**src/rtl/frame_parser.sv**
```systemverilog
// Byte-stream frame parser: SOF, CMD, LEN, payload, XOR checksum, with an inter-byte timeout.
// PayLen is 4 bits wide, so MAX_LEN must not exceed 15.
module frame_parser #(
   parameter logic [7:0] SOF     = 8'hA5,
   parameter int         MAX_LEN = 8,
   parameter int         TIMEOUT = 200000
) (
   input  logic                 Clk,
   input  logic                 Rst_n,
   input  logic [7:0]           RxData,
   input  logic                 RxDone,
   output logic [7:0]           Cmd,
   output logic [8*MAX_LEN-1:0] Payload,
   output logic [3:0]           PayLen,
   output logic                 FrameValid,
   output logic                 FrameErr,
   output logic [1:0]           ErrCode,
   output logic [7:0]           FrameCount
);

   localparam int GW = $clog2(TIMEOUT + 1);

   typedef enum logic [2:0] {IDLE, GET_CMD, GET_LEN, GET_DATA, GET_CHK} stateT;

   stateT                state, nextState;
   logic                 rxDonePrev;
   logic                 strobe;
   logic                 timeout;
   logic                 acceptFrame;
   logic                 abortFrame;
   logic [1:0]           abortCode;
   logic [GW-1:0]        gapCnt;
   logic [7:0]           cmdShadow;
   logic [3:0]           lenShadow;
   logic [8*MAX_LEN-1:0] payShadow;
   logic [7:0]           xorAcc;
   logic [3:0]           byteCnt;

   assign strobe  = RxDone & ~rxDonePrev;
   assign timeout = (state != IDLE) && (gapCnt == GW'(TIMEOUT - 1));

   always_ff @(posedge Clk or negedge Rst_n) begin
      if (!Rst_n) state <= IDLE;
      else        state <= nextState;
   end

   // A strobe always takes priority over a timeout landing in the same cycle.
   always_comb begin
      nextState   = state;
      acceptFrame = 1'b0;
      abortFrame  = 1'b0;
      abortCode   = 2'b00;
      if (strobe) begin
         case (state)
            IDLE:     if (RxData == SOF) nextState = GET_CMD;
            GET_CMD:  nextState = GET_LEN;
            GET_LEN: begin
               if (RxData == 8'd0) begin
                  nextState = GET_CHK;
               end else if (RxData <= 8'(MAX_LEN)) begin
                  nextState = GET_DATA;
               end else begin
                  abortFrame = 1'b1;
                  abortCode  = 2'b10;
                  nextState  = IDLE;
               end
            end
            GET_DATA: if (byteCnt == lenShadow - 4'd1) nextState = GET_CHK;
            GET_CHK: begin
               if (RxData == xorAcc) begin
                  acceptFrame = 1'b1;
               end else begin
                  abortFrame = 1'b1;
                  abortCode  = 2'b01;
               end
               nextState = IDLE;
            end
            default:  nextState = IDLE;
         endcase
      end else if (timeout) begin
         abortFrame = 1'b1;
         abortCode  = 2'b11;
         nextState  = IDLE;
      end
   end

   // Shadow registers collect the frame in flight; outputs update only on acceptance.
   always_ff @(posedge Clk or negedge Rst_n) begin
      if (!Rst_n) begin
         rxDonePrev <= 1'b0;
         gapCnt     <= '0;
         cmdShadow  <= '0;
         lenShadow  <= '0;
         payShadow  <= '0;
         xorAcc     <= '0;
         byteCnt    <= '0;
         Cmd        <= '0;
         Payload    <= '0;
         PayLen     <= '0;
         FrameValid <= 1'b0;
         FrameErr   <= 1'b0;
         ErrCode    <= 2'b00;
         FrameCount <= '0;
      end else begin
         rxDonePrev <= RxDone;
         FrameValid <= acceptFrame;
         FrameErr   <= abortFrame;
         if (abortFrame) ErrCode <= abortCode;
         if (acceptFrame) begin
            Cmd        <= cmdShadow;
            Payload    <= payShadow;
            PayLen     <= lenShadow;
            FrameCount <= FrameCount + 8'd1;
         end
         if (strobe || state == IDLE) gapCnt <= '0;
         else                         gapCnt <= gapCnt + GW'(1);
         if (strobe) begin
            case (state)
               IDLE: begin
                  if (RxData == SOF) begin
                     payShadow <= '0;
                     byteCnt   <= '0;
                  end
               end
               GET_CMD: begin
                  cmdShadow <= RxData;
                  xorAcc    <= RxData;
               end
               GET_LEN: begin
                  lenShadow <= RxData[3:0];
                  xorAcc    <= xorAcc ^ RxData;
                  byteCnt   <= '0;
               end
               GET_DATA: begin
                  for (int i = 0; i < MAX_LEN; i++) begin
                     if (byteCnt == 4'(i)) payShadow[8*i +: 8] <= RxData;
                  end
                  xorAcc  <= xorAcc ^ RxData;
                  byteCnt <= byteCnt + 4'd1;
               end
               default: ;
            endcase
         end
      end
   end

endmodule
```
**config.mk**
```make
export PLATFORM = sky130hd
export DESIGN_NAME = frame_parser
export DESIGN_NICKNAME = d
export VERILOG_FILES = /design/src/rtl/frame_parser.sv
export SDC_FILE = /design/constraint.sdc
export NUM_CORES = 1
export LEC_CHECK = 0
export CAP_MARGIN = 20
export CORE_MARGIN = 10
export CORE_UTILIZATION = 52
export CTS_BUF_LIST = sky130_fd_sc_hd__clkbuf_2
export DETAILED_ROUTE_END_ITERATION = 10
export PLACE_DENSITY = 0.78
export SYNTH_ARGS = -nofsm -noshare
export SYNTH_HDL_FRONTEND = slang
export SYNTH_SLANG_ARGS = --single-unit
```
**constraint.sdc**
```tcl
create_clock -name Clk -period 2.1 [get_ports Clk]
set_input_delay 0.42 -clock Clk [delete_from_list [all_inputs] [get_ports Clk]]
set_output_delay 0.42 -clock Clk [all_outputs]
set_load 0.03 [all_outputs]
```
==> summary.md <==
| Metric | Value |
|---|---|
| Worst Path Arrival | 1.58 ns |
| Final #Nets | 756 |
| Worst-Margin Slew | 0.563 ns |
| Max-slew headroom | 62.5% |
| Antenna violations before repair | 1 |
| Die Width | 146 microns |
| Logic pwr share | 27.3% |
| Main combinational cell family by area after synthesis | multiplexers |
| Crit path cell chain | dlygate4sd2_1 |
| Seq/Total Area, Yosys | 60.5% |
| Min-delay worst type | in -> reg |
| Worst skew pair latency | 0.78 ns |
| Maxcap violations | 0 |
| H-tree depth | 4 |
| Final clock skew | 0.0297 ns |
| Port bufs | 98 |
| Multi-input gate area | 0.00317 sq mm |
| Min Tclk post-route | 2.00 ns |
| # clock sinks | 198 |
| Crit-path max cell delay | 0.41 ns |
| Worst vdd ir | 0.449 mV |
| Synth warn | 0 |
| DRT iter0 DRCs | 255 |
| Layout cells sized above 1 | 40.1% |
| Final Max Tran Viols | 0 |
| Register area | 0.00496 sq mm |
| Post-synth top area cell | dfrtp_1 |
| Vias in the first global route | 5,505 |
| Routability-driven placement congestion ratio | 0.845 |
| EDFF count, synth | 0 |
| Critical path's top delay family | flip-flops |
| Total global routing overflow | 0 |
| Worst path required time | 1.68 ns |
| Final setup margin | 0.0971 ns |
| Cell Pwr Density | 954 mW/mm^2 |
| Post-synthesis mux area share | 21.0% |
| Post-Synth Simple-Gate Area | 8.43% |
| Die height | 146 microns |
| CTS Buffer Depth | 2 |
| Synth-to-Final Area Change | 20.0% |
| Final hold violations | 0 |
| Critical Path End Type | primary output |
| Num rows | 45 |
| Syn Area/Cell | 13.6 sq um |
| Pre-antenna DRT Iters | 5 |
| Critical-path top delay cell | dfrtp_1 |
| WL/cell | 17.7 microns |
| Post-synth net total | 622 |
| Initial core utilization | 53.5% |
| Status | complete, no violations |
| Top_reg_cell synth | dfrtp_1 |
| Switching Share | 33.1% |
| Worst Path Max Fanout | 2 |
| Detailed Route WL | 17,000 microns |
| First-pass GRT wire length | 29,000 microns |
| Commonest non-fill, non-tap cell in the layout | dfrtp_1 |
| Clock Root Buffer | clkbuf_2 |
| Post-DP HPWL | 12,700 microns |
| I/O pin cnt | 99 |
| Commonest cells after routing, fill and taps aside | dfrtp_1 (197), mux2_2 (142), clkbuf_2 (67) |
| Mean number of vias per cell | 5.39 |
| Seq pwr share | 54.4% |
| RSZ-0062 raised after global routing | false |
| Worst-path clk slew | 0.25 ns |
| #FFs+latches synth | 198 |
| Core Area | 0.0153 sq mm |
| Cell Area, Synth | 0.00819 sq mm |
| CTS buffer count | 17 |
| Kind of critical path | reg -> out |
| Clock power share | 18.3% |
| Antenna-violating nets left | 0 |
| Crit path buf inv count | 1 |
| Fillers | 1,190 |
| Synth top area share | 60.5% |
| DRC viols | 0 |
| Compound-Gate Fraction of Synth Area | 2.37% |
| Fmax | 499 MHz |
| Final period util | 95.4% |
| Setup crit start kind | flip-flop |
| Pleak | 4.87 nW |
| Synth Area in Adders | 1.07% |
| Final Setup Violations | 0 |
| CTS tree | done |
| Pwr Total | 0.00937 W |
| Routed vias | 5,184 |
| Overall Global Routing Usage | 16.7% |
| Ys async rst share | 100% |
| Die area | 0.0212 sq mm |
| P_int | 0.00627 W |
| XOR/XNOR Fraction of Synth Area | 4.70% |
| Yosys cell types | 41 |
| Mapped Cells | 604 |
| Post-place setup slack | -0.589 ns |
| Ranking of synthesized cells by area | dfrtp_1 (60%), mux2_2 (20%), xor2_1 (2.9%) |
| Switching power of the nets | 0.00310 W |
| Largest net degree at the start of global routing | 69 |
[cell families after synthesis]
logic type | after synthesis
buffers and inverters | 39
xor gates and xnor gates | 44
AOI/OAI and AO/OA | 30
and+or+nand+nor | 133
muxes | 153
adders and majority gates | 7
DFF | 198
[per-layer routing]
metal | global-route usage (%) | part of all wire (%)
met1 | 20.8 | 43
met4 | 7.03 | 2.0
met2 | 27.0 | 50
met3 | 4.56 | 5.3
met5 | 0 | 0
[power groups by stage]
stage	Sequential, W	Clock [W]	Combinational, W
6_report	0.00510	0.00172	0.00256
5_1_grt	0.00521	0.00195	0.00280
4_1_cts	0.00510	0.00178	0.00254
3_5_place_dp	0.00518	0	0.00255
3_3_place_gp	0.00513	0	0.00244
2_1_floorplan	0.00500	0	0.00175
[synthesized netlist by cell type, types with 3 or more instances]
cell        n
xnor2_1    17
and2_1      8
xor2_1     27
mux2_1      4
buf_1       8
clkbuf_1   14
mux2_2    147
o21ai_0     8
nor2_2      7
and3_1      7
dfrtp_1   198
nor3_1      8
a21oi_1    11
nor2_1     23
nor4_1      4
inv_1       7
ha_1        7
nand4_1     6
or3_1       3
nand3_1    14
nand2_1    36
buf_2      10
nor2b_1     3
[per-stage QoR]
stage               utilization (%)  cell area, sq um  hold slack [ns]  std cells  TNS, ns
floorplan                         -              8290            0.124        604   -0.607
finish                         64.2              9830            0.123        962        0
detailed placement             64.1              9820            0.454        927   -79.59
CTS                            65.1              9970           0.0620        959        0
global route                   64.2              9830           0.0422        962        0
global placement               64.1              9820            0.448        927   -77.09
[path summary, 6_finish.rpt]
check | from | to | slack [ns] | cells after the start
max in group asynchronous | Rst_n | xorAcc[7] | 1.28 | 3
min in group asynchronous | Rst_n | FrameCount[3] | 0.17 | 2
worst max-delay path | Payload[39] | Payload[39] | 0.1 | 1
worst min register to register | FrameCount[7] | FrameCount[7] | 0.49 | 1
worst min-delay path | RxDone | rxDonePrev | 0.12 | 1
worst max register to register | state[2] | payShadow[33] | 0.1 | 6
[registers in the layout, indices dropped and copies added, names as in the netlist, 3 cells and up]
register	flops
lenShadow	4
xorAcc	8
PayLen	4
gapCnt	18
cmdShadow	8
state	3
FrameCount	8
Cmd	8
Payload	64
payShadow	64
byteCnt	4
[final cells by class]
| type | count | share of cell area, % |
|---|---|---|
| clock inverter | 13 | 1.27 |
| clock buffer | 18 | 0.916 |
| antenna | 1 | 0.0255 |
| multi-input combinational | 367 | 32.2 |
| tap | 211 | 2.69 |
| timing repair buffer | 147 | 12.2 |
| sequential | 198 | 50.4 |
| inverter | 7 | 0.267 |
[what timing repair did]
item,4_1_cts,5_1_grt
gates resized for setup,114,120
endpoints found under the setup margin,88,82
buffers inserted,0,2
endpoints found under the hold margin,147,0
hold buffers,1,0
Note: power is estimated with default switching activity, not from simulation.
